--- config.mk ---
export PLATFORM = sky130hd
export DESIGN_NAME = freq_gate_controller
export DESIGN_NICKNAME = d
export VERILOG_FILES = /design/src/rtl/freq_counter_pkg.sv /design/src/rtl/sync_edge_detect.sv /design/src/rtl/freq_gate_controller.sv
export SDC_FILE = /design/constraint.sdc
export NUM_CORES = 1
export LEC_CHECK = 0
export ABC_AREA = 1
export BUFFER_PORTS_ARGS = -buffer_cell sky130_fd_sc_hd__buf_2
export CAP_MARGIN = 25
export CORE_MARGIN = 1
export CORE_UTILIZATION = 55
export DETAILED_ROUTE_END_ITERATION = 7
export PLACE_DENSITY = 0.79
export SYNTH_ARGS = -nofsm -noshare
export SYNTH_HDL_FRONTEND = slang
export SYNTH_HIERARCHICAL = 1
export SYNTH_SLANG_ARGS = --single-unit
export TNS_END_PERCENT = 30
--- constraint.sdc ---
create_clock -name clk_in -period 4.71 [get_ports clk_in]
set_input_delay 0.942 -clock clk_in [delete_from_list [all_inputs] [get_ports clk_in]]
set_output_delay 0.942 -clock clk_in [all_outputs]
set_load 0.03 [all_outputs]
--- src/rtl/freq_counter_pkg.sv ---
// Shared definitions for the frequency counter.
// Contents:
//   DEFAULT_GATE_CYCLES - default gate length in clk_in cycles
//   DEFAULT_NUM_DIGITS  - default number of cascaded BCD digits
//   state_t             - gate controller state encoding
package freq_counter_pkg;

    localparam int DEFAULT_GATE_CYCLES = 1000000;
    localparam int DEFAULT_NUM_DIGITS  = 6;

    typedef enum logic [2:0] {
        ST_IDLE,
        ST_CLEAR,
        ST_GATE,
        ST_LATCH,
        ST_HOLD
    } state_t;

endpackage

--- src/rtl/sync_edge_detect.sv ---
// Brings an asynchronous signal into the clk_in domain and flags its rising
// edges.
// Ports:
//   clk_in     - clock
//   reset_n_in - asynchronous active-low reset
//   signal_in  - unsynchronised input
//   edge_out   - one-cycle pulse per rising edge of signal_in
module sync_edge_detect (
    input  logic clk_in,
    input  logic reset_n_in,
    input  logic signal_in,
    output logic edge_out
);

    logic sync1_q;
    logic sync2_q;
    logic hist_q;

    // NOTE: sequential state uses non-blocking assignments so every flop
    // samples the pre-edge value of its neighbour; a blocking chain would
    // collapse the synchroniser into a single stage.
    always_ff @(posedge clk_in or negedge reset_n_in) begin
        if (!reset_n_in) begin
            sync1_q <= 1'b0;
            sync2_q <= 1'b0;
            hist_q  <= 1'b0;
        end else begin
            sync1_q <= signal_in;
            sync2_q <= sync1_q;
            hist_q  <= sync2_q;
        end
    end

    assign edge_out = sync2_q & ~hist_q;

endmodule

--- src/rtl/freq_gate_controller.sv ---
// Gate controller for a BCD frequency counter: clears the external digit
// chain, enables it for exactly GATE_CYCLES clocks while feeding it
// synchronised edge pulses, then latches the chain value and offers it on a
// valid/ready handshake.
// Ports:
//   clk_in, reset_n_in           - clock, asynchronous active-low reset
//   signal_in                    - measured signal (asynchronous)
//   start_in, continuous_in      - start one / run back-to-back measurements
//   abort_in                     - cancel a measurement in progress
//   digits_in, overflow_in       - live chain value and MSD carry out
//   cnt_reset_out/enable/pulse   - controls to the digit chain
//   result_out, overflow_out     - latched measurement and overflow flag
//   result_valid_out/ready_in    - result handshake
//   busy_out                     - controller not idle
module freq_gate_controller
    import freq_counter_pkg::*;
#(
    parameter int GATE_CYCLES = DEFAULT_GATE_CYCLES,
    parameter int NUM_DIGITS  = DEFAULT_NUM_DIGITS
) (
    input  logic                    clk_in,
    input  logic                    reset_n_in,
    input  logic                    signal_in,
    input  logic                    start_in,
    input  logic                    continuous_in,
    input  logic                    abort_in,
    input  logic [4*NUM_DIGITS-1:0] digits_in,
    input  logic                    overflow_in,
    output logic                    cnt_reset_out,
    output logic                    cnt_enable_out,
    output logic                    cnt_pulse_out,
    output logic [4*NUM_DIGITS-1:0] result_out,
    output logic                    overflow_out,
    output logic                    result_valid_out,
    input  logic                    result_ready_in,
    output logic                    busy_out
);

    localparam int TIMER_W = $clog2(GATE_CYCLES);

    state_t               state_q;
    state_t               state_d;
    logic [TIMER_W-1:0]   timer_q;
    logic                 sticky_ovf_q;
    logic                 edge_pulse;

    sync_edge_detect u_sync_edge (
        .clk_in     (clk_in),
        .reset_n_in (reset_n_in),
        .signal_in  (signal_in),
        .edge_out   (edge_pulse)
    );

    // NOTE: every output and state_d gets a default before the case so no
    // path through the block leaves a signal unassigned (which would infer
    // a latch).
    always_comb begin
        state_d          = state_q;
        cnt_reset_out    = !reset_n_in;   // chain held clear while in reset
        cnt_enable_out   = 1'b0;
        cnt_pulse_out    = 1'b0;
        result_valid_out = 1'b0;
        busy_out         = (state_q != ST_IDLE);

        case (state_q)
            ST_IDLE: begin
                if (start_in || continuous_in) state_d = ST_CLEAR;
            end
            ST_CLEAR: begin
                cnt_reset_out = 1'b1;
                state_d       = ST_GATE;
            end
            ST_GATE: begin
                cnt_enable_out = 1'b1;
                cnt_pulse_out  = edge_pulse;
                if (timer_q == '0) state_d = ST_LATCH;
            end
            ST_LATCH: begin
                state_d = ST_HOLD;
            end
            ST_HOLD: begin
                result_valid_out = 1'b1;
                if (result_ready_in) state_d = continuous_in ? ST_CLEAR : ST_IDLE;
            end
            default: state_d = ST_IDLE;
        endcase

        // Abort wins over every other transition, including a handshake.
        if (abort_in && state_q != ST_IDLE) state_d = ST_IDLE;
    end

    always_ff @(posedge clk_in or negedge reset_n_in) begin
        if (!reset_n_in) begin
            state_q <= ST_IDLE;
        end else begin
            state_q <= state_d;
        end
    end

    // Gate timer counts GATE_CYCLES-1 down to 0, so GATE lasts GATE_CYCLES.
    always_ff @(posedge clk_in or negedge reset_n_in) begin
        if (!reset_n_in) begin
            timer_q <= '0;
        end else if (state_q == ST_CLEAR) begin
            timer_q <= TIMER_W'(GATE_CYCLES - 1);
        end else if (state_q == ST_GATE && timer_q != '0) begin
            timer_q <= timer_q - TIMER_W'(1);
        end
    end

    // Sticky overflow: an overflow on the last GATE cycle lands here on the
    // same edge that enters LATCH, so LATCH always sees it.
    always_ff @(posedge clk_in or negedge reset_n_in) begin
        if (!reset_n_in) begin
            sticky_ovf_q <= 1'b0;
        end else if (state_q == ST_CLEAR) begin
            sticky_ovf_q <= 1'b0;
        end else if (cnt_pulse_out && overflow_in) begin
            sticky_ovf_q <= 1'b1;
        end
    end

    // NOTE: the result register is a plain register, not a memory, so it is
    // reset like any other flop and reads 0 until the first measurement.
    always_ff @(posedge clk_in or negedge reset_n_in) begin
        if (!reset_n_in) begin
            result_out   <= '0;
            overflow_out <= 1'b0;
        end else if (state_q == ST_LATCH && !abort_in) begin
            result_out   <= digits_in;
            overflow_out <= sticky_ovf_q;
        end
    end

endmodule

==> impl_metrics.yaml, run 1 <==
setup_path:
  critPathRequiredTime_ns: 3.77
  worst-setup-path-type: "flip-flop to output port"
  rr_endpoint: "result_out[16]"
  start_kind: "flip-flop"
  r2r-start: "state_q[0]"
  r2r_cells: 6
  endpoint_kind: "output port"
  path_cells: "inv_1, nand3_4, nand2_1, buf_2"
  r2r_slack_ns: 2.68
  cpPeakStageDelay_ns: 0.43
  cp_data_arrival_time_ns: 1.65
  crit_fanout: 24
  worst_path_max_delay_cell: "dfrtp_1"
pwr:
  seqPwrFrac_pct: 32.6
  comb_power_share_pct: 55.0
  leakagePower_nw: 1.85
  p_switching_w: 0.00126
  ir_worst_vdd_v: 0.000437
  clkPwrFrac_pct: 12.4
  power.total_w: 0.00250
  p_per_area_nw_per_um2: 752
  power.internal_w: 0.00124
  netSwitchingFraction_pct: 50.5
place:
  gp_congestion: 0.852
  place_inst: 483
  pre_cts_ws_ns: 2.40
  io_buffers: 61
  hpwl_mm: 4.08
routing:
  wl_per_cell_um: 11.5
  drt_first_iter_violations: 130
  drc: 0
  drtAntennaViolNets: 0
  wl_mm: 5.63
  first_pass_iters: 4
  viasPerCell: 4.86
  vias: 2387
global_route:
  grt_pass1_wl_mm: 9.23
  antenna_found_initial: 0
  grt_pass1_vias: 2143
  grt.overflow.total: 0
  grt_max_degree: 53
  track_usage_pct: 21.7
floorplanning:
  die_h_um: 75.0
  pin_count: 62
  initial_core_util_pct: 57.3
  dieWidth_um: 75.0
  row_count: 26
  core_um2: 5110
  die_area_um2: 5620
synth:
  ys_seq_area_share_pct: 44.4
  synth_area_um2: 2930
  syn-mean-instance-area_um2: 8.09
  synth_cell_types: 29
  netlist_instances: 362
  yosysWarningCount: 6
  synth_nets: 396
  ys_ff_latch: 52
clocking:
  clk_pin_slew_ns: 0.09
  cts_buffers: 5
  clock_latency_ns: 0.30
  cts_tree: "yes"
  ctsHtreeMaxLevel: 2
  clock-sinks: 52
  cts_hold_buf: 0
  postCtsSetupBuffers: 0
  cts-root-buf: "clkbuf_8"
  max-clock-path-buffers: 2
  cts_resized: 0
timing:
  setup_slack_ns: 2.12
  hold_violations: 0
  fin_crit_sh_pct: 55.1
  drv_slew: 0
  worst_clock_skew_ns: 0.00907
  tns_ns: 0
  setup_viol: 0
  tightest_slew_ns: 0.847
  period_minus_slack_ns: 2.59
  maxSlewHeadroom_pct: 43.4
  grt_setup_unrepaired: "no"
  max_freq_ghz: 0.386
cells_and_area:
  final_cell_mix: "nand2_1, buf_2, inv_1, dfrtp_1, nor2_1"
  final_nets: 454
  insertedDiodeCount: 0
  layout_commonest_cell: "nand2_1"
  syn_to_final_growth_pct: 13.6
  drive_gt1_share_pct: 28.7
  fin_cells: 491
hold_path:
  hold_class: "flip-flop to flip-flop"
  hold_depth: 0
  min-delay-start: "u_sync_edge/sync1_q"
  min_to: "u_sync_edge/sync2_q"
run:
  cap_violations: 0
run_status:
  status: "finished clean"
-- power by group through the flow --
stage          clock, W  combinational [W]  sequential (W)
2_1_floorplan         0           0.000981        0.000973
3_3_place_gp          0            0.00134        0.000815
3_5_place_dp          0            0.00138        0.000817
4_1_cts        0.000315            0.00139        0.000815
5_1_grt        0.000330            0.00154        0.000845
6_report       0.000310            0.00138        0.000815
-- cells by family (layout without fill, tap and decap cells) --
kind of cell,after synthesis,count (layout),share of synthesized area (%)
simple gates,201,201,31.6
buf+inv,64,123,10.6
flops,52,52,44.4
compound gates,39,39,11.2
xor+xnor,4,4,1.20
fa+ha+maj,2,2,0.855
-- synthesized netlist by cell type, drive strengths merged --
master	number	area [um^2]
xor2	3	26.3
xnor2	1	8.76
o211ai	1	7.51
buf	11	113
nor3	2	21.3
nor2	46	195
dfrtp	52	1300
or3	1	6.26
nand3	34	183
nand3b	1	20.0
a21oi	2	10.0
nand4	4	40.0
nand2	113	460
inv	53	199
ha	2	25.0
o21ai	36	312
-- worst max-delay path, delay by kind of cell (launching register included) --
family                 cells  cell delay, ns
DFF                        1            0.43
and+or+nand+nor            2            0.48
buffers and inverters      2            0.43
-- metal layers --
layer	wire length [um]	GRT usage, %
met2	2810	34.9
met1	2520	29.1
met5	0	0
met4	35	5.66
met3	265	5.89
-- metrics by stage --
step / utilization, % / hold WS (ns) / area (um^2)
after floorplan: - / 0.331 / 2930
after global placement: 63.0 / 0.333 / 3220
after detailed placement: 63.0 / 0.340 / 3220
after CTS: 65.1 / 0.363 / 3330
after global routing: 65.1 / 0.367 / 3330
final: 65.1 / 0.361 / 3330
-- area by class of cell --
class | count | area [um^2]
fillers | 464 | 1780
multi-input cells | 246 | 1320
flip-flops and latches | 52 | 1300
repair buffers | 62 | 313
inverters | 53 | 199
well taps | 70 | 87.6
clock buffers | 6 | 72.6
clock inverters | 2 | 38.8
-- state kept, by name, summed over array words and instances (netlist names) --
signal               cells
overflow_out             1
result_out              24
state_q                  3
sticky_ovf_q             1
timer_q                 20
u_sync_edge/hist_q       1
u_sync_edge/sync1_q      1
u_sync_edge/sync2_q      1
-- how the worst max path moves through the flow --
stage	from	to
CTS	state_q[2]	cnt_reset_out
finish	state_q[2]	cnt_reset_out
global route	state_q[2]	cnt_reset_out
global placement	reset_n_in	cnt_reset_out
floorplan	state_q[0]	cnt_pulse_out
detailed placement	abort_in	result_out[7]
(Power assumes the default switching activity.)
==> run 2: changes to the inputs <==
Clock period 4.71 ns to 2.63 ns, I/O delays scaled along.
==> run 2 against run 1 <==
Total power up 76%. Sequential share of layout area increased by 0.25 points. Clock-buffer cell count fell by 1. Setup slack got worse by 1.7 ns.
==> impl_metrics.yaml, run 2 (synthesis results as in run 1) <==
setup_path:
  crit_start: "state_q[2]"
  crit_fanout: 24
  cpPeakStageDelay_ns: 0.44
  cp_num_buf_inv: 2
  crit_family: "simple AND/OR/NAND/NOR gates"
  r2r-start: "state_q[0]"
  endpoint_kind: "output port"
  worst-setup-path-type: "flip-flop to output port"
  critPathRequiredTime_ns: 2.10
  path_cells: "inv_1, nand3_4, nand2_1, buf_2"
  start_kind: "flip-flop"
  cp_data_arrival_time_ns: 1.69
  worst_path_max_delay_cell: "dfrtp_1"
pwr:
  clkPwrFrac_pct: 10.6
  seqPwrFrac_pct: 33.5
  netSwitchingFraction_pct: 51.8
  leakagePower_nw: 1.84
  power.internal_w: 0.00212
  p_switching_w: 0.00228
  comb_power_share_pct: 55.9
  p_per_area_nw_per_um2: 1330
  ir_worst_vdd_v: 0.000697
  power.total_w: 0.00440
timing:
  hold_violations: 0
  period_minus_slack_ns: 2.22
  max_freq_ghz: 0.451
  setup_viol: 0
  maxSlewHeadroom_pct: 44.9
  tightest_slew_ns: 0.825
  drv_slew: 0
  fin_crit_sh_pct: 84.4
  tns_ns: 0
  timing.hold.ws_ns: 0.318
  worst_clock_skew_ns: 0.00929
  grt_setup_unrepaired: "no"
cells_and_area:
  drive_gt1_share_pct: 29.0
  final_util_pct: 64.7
  insertedDiodeCount: 0
  regArea_um2: 1300
  layout_commonest_cell: "nand2_1"
  syn_to_final_growth_pct: 12.9
  largest_reg_flops: 24
  multiInputGateArea_um2: 1320
  top_register: "result_out"
  final_cell_mix: "nand2_1, buf_2, inv_1, dfrtp_1, nor2_1"
  largestRegisters: "result_out (24), timer_q (20), state_q (3)"
  final_nets: 454
  fillers: 458
floorplanning:
  row_count: 26
  core_um2: 5110
  pin_count: 62
  initial_core_util_pct: 57.3
  die_area_um2: 5620
  dieWidth_um: 75.0
  die_h_um: 75.0
routing:
  wl_per_cell_um: 11.8
  wl_mm: 5.77
  viasPerCell: 4.99
  drc: 0
  vias: 2451
  drtAntennaViolNets: 0
  first_pass_iters: 4
  drt_first_iter_violations: 181
clocking:
  cts_tree: "yes"
  clock-sinks: 52
  clk_pin_slew_ns: 0.09
  postCtsSetupBuffers: 0
  max-clock-path-buffers: 2
  clock_latency_ns: 0.31
  cts-root-buf: "clkbuf_8"
  ctsHtreeMaxLevel: 2
  cts_hold_buf: 0
  cts_buffers: 5
  cts_resized: 0
hold_path:
  hold_class: "primary input to flip-flop"
  min-delay-start: "signal_in"
global_route:
  grt.overflow.total: 0
  grt_pass1_vias: 2172
  track_usage_pct: 22.5
  antenna_found_initial: 0
  grt_pass1_wl_mm: 9.36
  grt_max_degree: 53
place:
  gp_congestion: 0.868
  io_buffers: 61
  hpwl_mm: 4.26
run:
  cap_violations: 0
run_status:
  status: "finished clean"
run 2: path summary, 6_finish.rpt:
check	to	slack, ns	cells after the start
worst max-delay path	cnt_reset_out	0.41	4
worst min-delay path	u_sync_edge/sync1_q	0.32	1
worst min register to register	u_sync_edge/sync2_q	0.36	0
worst max register to register	result_out[10]	0.60	6
min in group asynchronous	timer_q[12]	0.36	2
max in group asynchronous	state_q[1]	1.84	2
run 2: area by class of cell:
| type | instances | share of cell area [%] |
|---|---|---|
| clock buffer | 5 | 2.08 |
| multi-input combinational | 246 | 39.8 |
| clock inverter | 3 | 0.643 |
| sequential | 52 | 39.4 |
| inverter | 53 | 6.02 |
| tap | 70 | 2.65 |
| timing repair buffer | 62 | 9.46 |
run 2: stage by stage:
step | setup WS, ns | instances | area [um^2]
2_1_floorplan | 0.592 | 362 | 2930
3_3_place_gp | 0.694 | 483 | 3220
3_5_place_dp | 0.590 | 483 | 3220
4_1_cts | 0.402 | 491 | 3310
5_1_grt | 0.291 | 491 | 3310
6_report | 0.411 | 491 | 3310
run 2: power groups by stage:
| stage | Combinational (W) | Clock (W) | Sequential (W) |
|---|---|---|---|
| 3_3_place_gp | 0.00240 | 0 | 0.00146 |
| 2_1_floorplan | 0.00176 | 0 | 0.00174 |
| 6_report | 0.00246 | 0.000466 | 0.00147 |
| 4_1_cts | 0.00248 | 0.000478 | 0.00147 |
| 3_5_place_dp | 0.00248 | 0 | 0.00147 |
| 5_1_grt | 0.00276 | 0.000516 | 0.00152 |
run 2: per-layer routing:
metal  share of wire [%]  vias to the layer above  track usage (%)
met3                 5.3                        4             5.62
met2                  50                       62             37.5
met5                   0                        -                0
met1                  44                     1147             28.9
met4                0.69                        0             7.34
li1                    -                     1238                -
==> run 3: changes to the inputs <==
Settings changed: CORE_UTILIZATION 55 to 49, PLACE_DENSITY 0.79 to 0.75.
Clock period 2.63 ns to 1.9 ns, I/O delays scaled along.
==> run 3 against run 2 <==
Global-route usage shrank 1.3 points. Clock-buffer cell count is the same. Via count shrank 0.90%. Critical path type unchanged. Critical endpoint unchanged.
==> impl_metrics.yaml, run 3 (synthesis results as in run 1) <==
place:
  hpwl_mm: 4.37
  io_buffers: 61
  gp_congestion: 0.925
  pre_cts_ws_ns: 0.267
timing:
  tns_ns: 0
  maxSlewHeadroom_pct: 57.2
  setup_slack_ns: 0.145
  max_freq_ghz: 0.570
  period_minus_slack_ns: 1.76
  drv_slew: 0
  fin_crit_sh_pct: 92.4
  hold_violations: 0
  setup_viol: 0
  tightest_slew_ns: 0.643
  grt_setup_unrepaired: "no"
  timing.hold.ws_ns: 0.172
  worst_clock_skew_ns: 0.00921
cells_and_area:
  syn_to_final_growth_pct: 15.1
  final_util_pct: 59.7
  drive_gt1_share_pct: 30.4
  final_cell_mix: "nand2_1, buf_2, inv_1"
  top_register: "result_out"
  insertedDiodeCount: 0
  final_nets: 460
  largestRegisters: "result_out (24), timer_q (20), state_q (3)"
  largest_reg_flops: 24
  layout_commonest_cell: "nand2_1"
clocking:
  max-clock-path-buffers: 2
  ctsHtreeMaxLevel: 2
  clk_pin_slew_ns: 0.10
  cts-root-buf: "clkbuf_8"
  cts_hold_buf: 0
  clock-sinks: 52
  cts_tree: "yes"
  cts_buffers: 5
  clock_latency_ns: 0.31
routing:
  wl_mm: 5.85
  viasPerCell: 4.87
  drtAntennaViolNets: 0
  vias: 2429
  wl_per_cell_um: 11.7
  drt_first_iter_violations: 220
  first_pass_iters: 4
  drc: 0
setup_path:
  endpoint_kind: "output port"
  critPathRequiredTime_ns: 1.52
  start_kind: "flip-flop"
  cp_data_arrival_time_ns: 1.38
  crit_fanout: 4
  crit_start: "state_q[2]"
  r2r-start: "timer_q[0]"
  worst-setup-path-type: "flip-flop to output port"
pwr:
  netSwitchingFraction_pct: 51.4
  power.internal_w: 0.00301
  p_switching_w: 0.00318
  clkPwrFrac_pct: 10.4
  seqPwrFrac_pct: 32.8
  ir_worst_vdd_v: 0.00101
  p_per_area_nw_per_um2: 1840
  leakagePower_nw: 1.87
  comb_power_share_pct: 56.8
floorplanning:
  die_area_um2: 6290
  die_h_um: 79.3
  initial_core_util_pct: 51.9
  pin_count: 62
  dieWidth_um: 79.3
  core_um2: 5640
  row_count: 27
global_route:
  grt_pass1_wl_mm: 10.4
  grt.overflow.total: 0
  grt_pass1_vias: 2341
  antenna_found_initial: 0
  grt_max_degree: 53
  track_usage_pct: 21.2
hold_path:
  hold_class: "primary input to flip-flop"
  min-delay-start: "signal_in"
run:
  cap_violations: 0
run_status:
  status: "finished clean"
==> run 3: cell count changes in the layout (fill, tap and decap cells not counted), sizes merged <==
cell  delta
buf      +6
==> run 3: path summary, 6_finish.rpt <==
check | to | slack [ns] | cells after the start
setup / recovery | cnt_reset_out | 0.14 | 4
hold / removal | u_sync_edge/sync1_q | 0.17 | 1
setup reg to reg | timer_q[7] | 0.26 | 9
hold reg to reg | u_sync_edge/sync2_q | 0.36 | 0
max in group asynchronous | state_q[1] | 1.21 | 2
min in group asynchronous | timer_q[17] | 0.23 | 2
==> run 3: through the flow <==
step / area, um^2 / total power, W / std cells
2_1_floorplan: 2930 / 0.00484 / 362
3_3_place_gp: 3260 / 0.00544 / 489
3_5_place_dp: 3260 / 0.00553 / 489
4_1_cts: 3360 / 0.00621 / 498
5_1_grt: 3370 / 0.00674 / 499
6_report: 3370 / 0.00619 / 499
==> run 3: layer usage <==
metal,global-route usage (%),part of all wire [%],wire [um]
met1,28.6,47,2760
met2,33.8,46,2700
met5,0,0,0
met3,4.37,4.8,283
met4,7.45,1.8,104
==> run 3: final cells by class <==
type	count	area, um^2
repair buffers	68	373
clock inverters	3	21.3
inverters	53	199
multi-input cells	246	1320
flip-flops and latches	52	1300
fillers	509	2270
well taps	72	90.1
clock buffers	5	68.8
==> run 3: worst max-delay path, stage by stage (launching register included) <==
cell and delay [ns]:
dfrtp_1 0.43, inv_1 0.21, nand3_4 0.11, nand2_1 0.10
buf_2 0.21
==> run 3: timing repair <==
item / 4_1_cts / 5_1_grt
buffers inserted: 1 / 1
gates resized for setup: 3 / 0
setup endpoints to repair: 1 / 1
pin swaps: 1 / 0
==> run 3: power by group through the flow <==
stage	logic, W	clock network [W]	registers (W)
final	0.00352	0.000641	0.00203
after global placement	0.00341	0	0.00203
after floorplan	0.00243	0	0.00241
after CTS	0.00352	0.000666	0.00203
after detailed placement	0.00350	0	0.00203
after global routing	0.00394	0.000703	0.00210
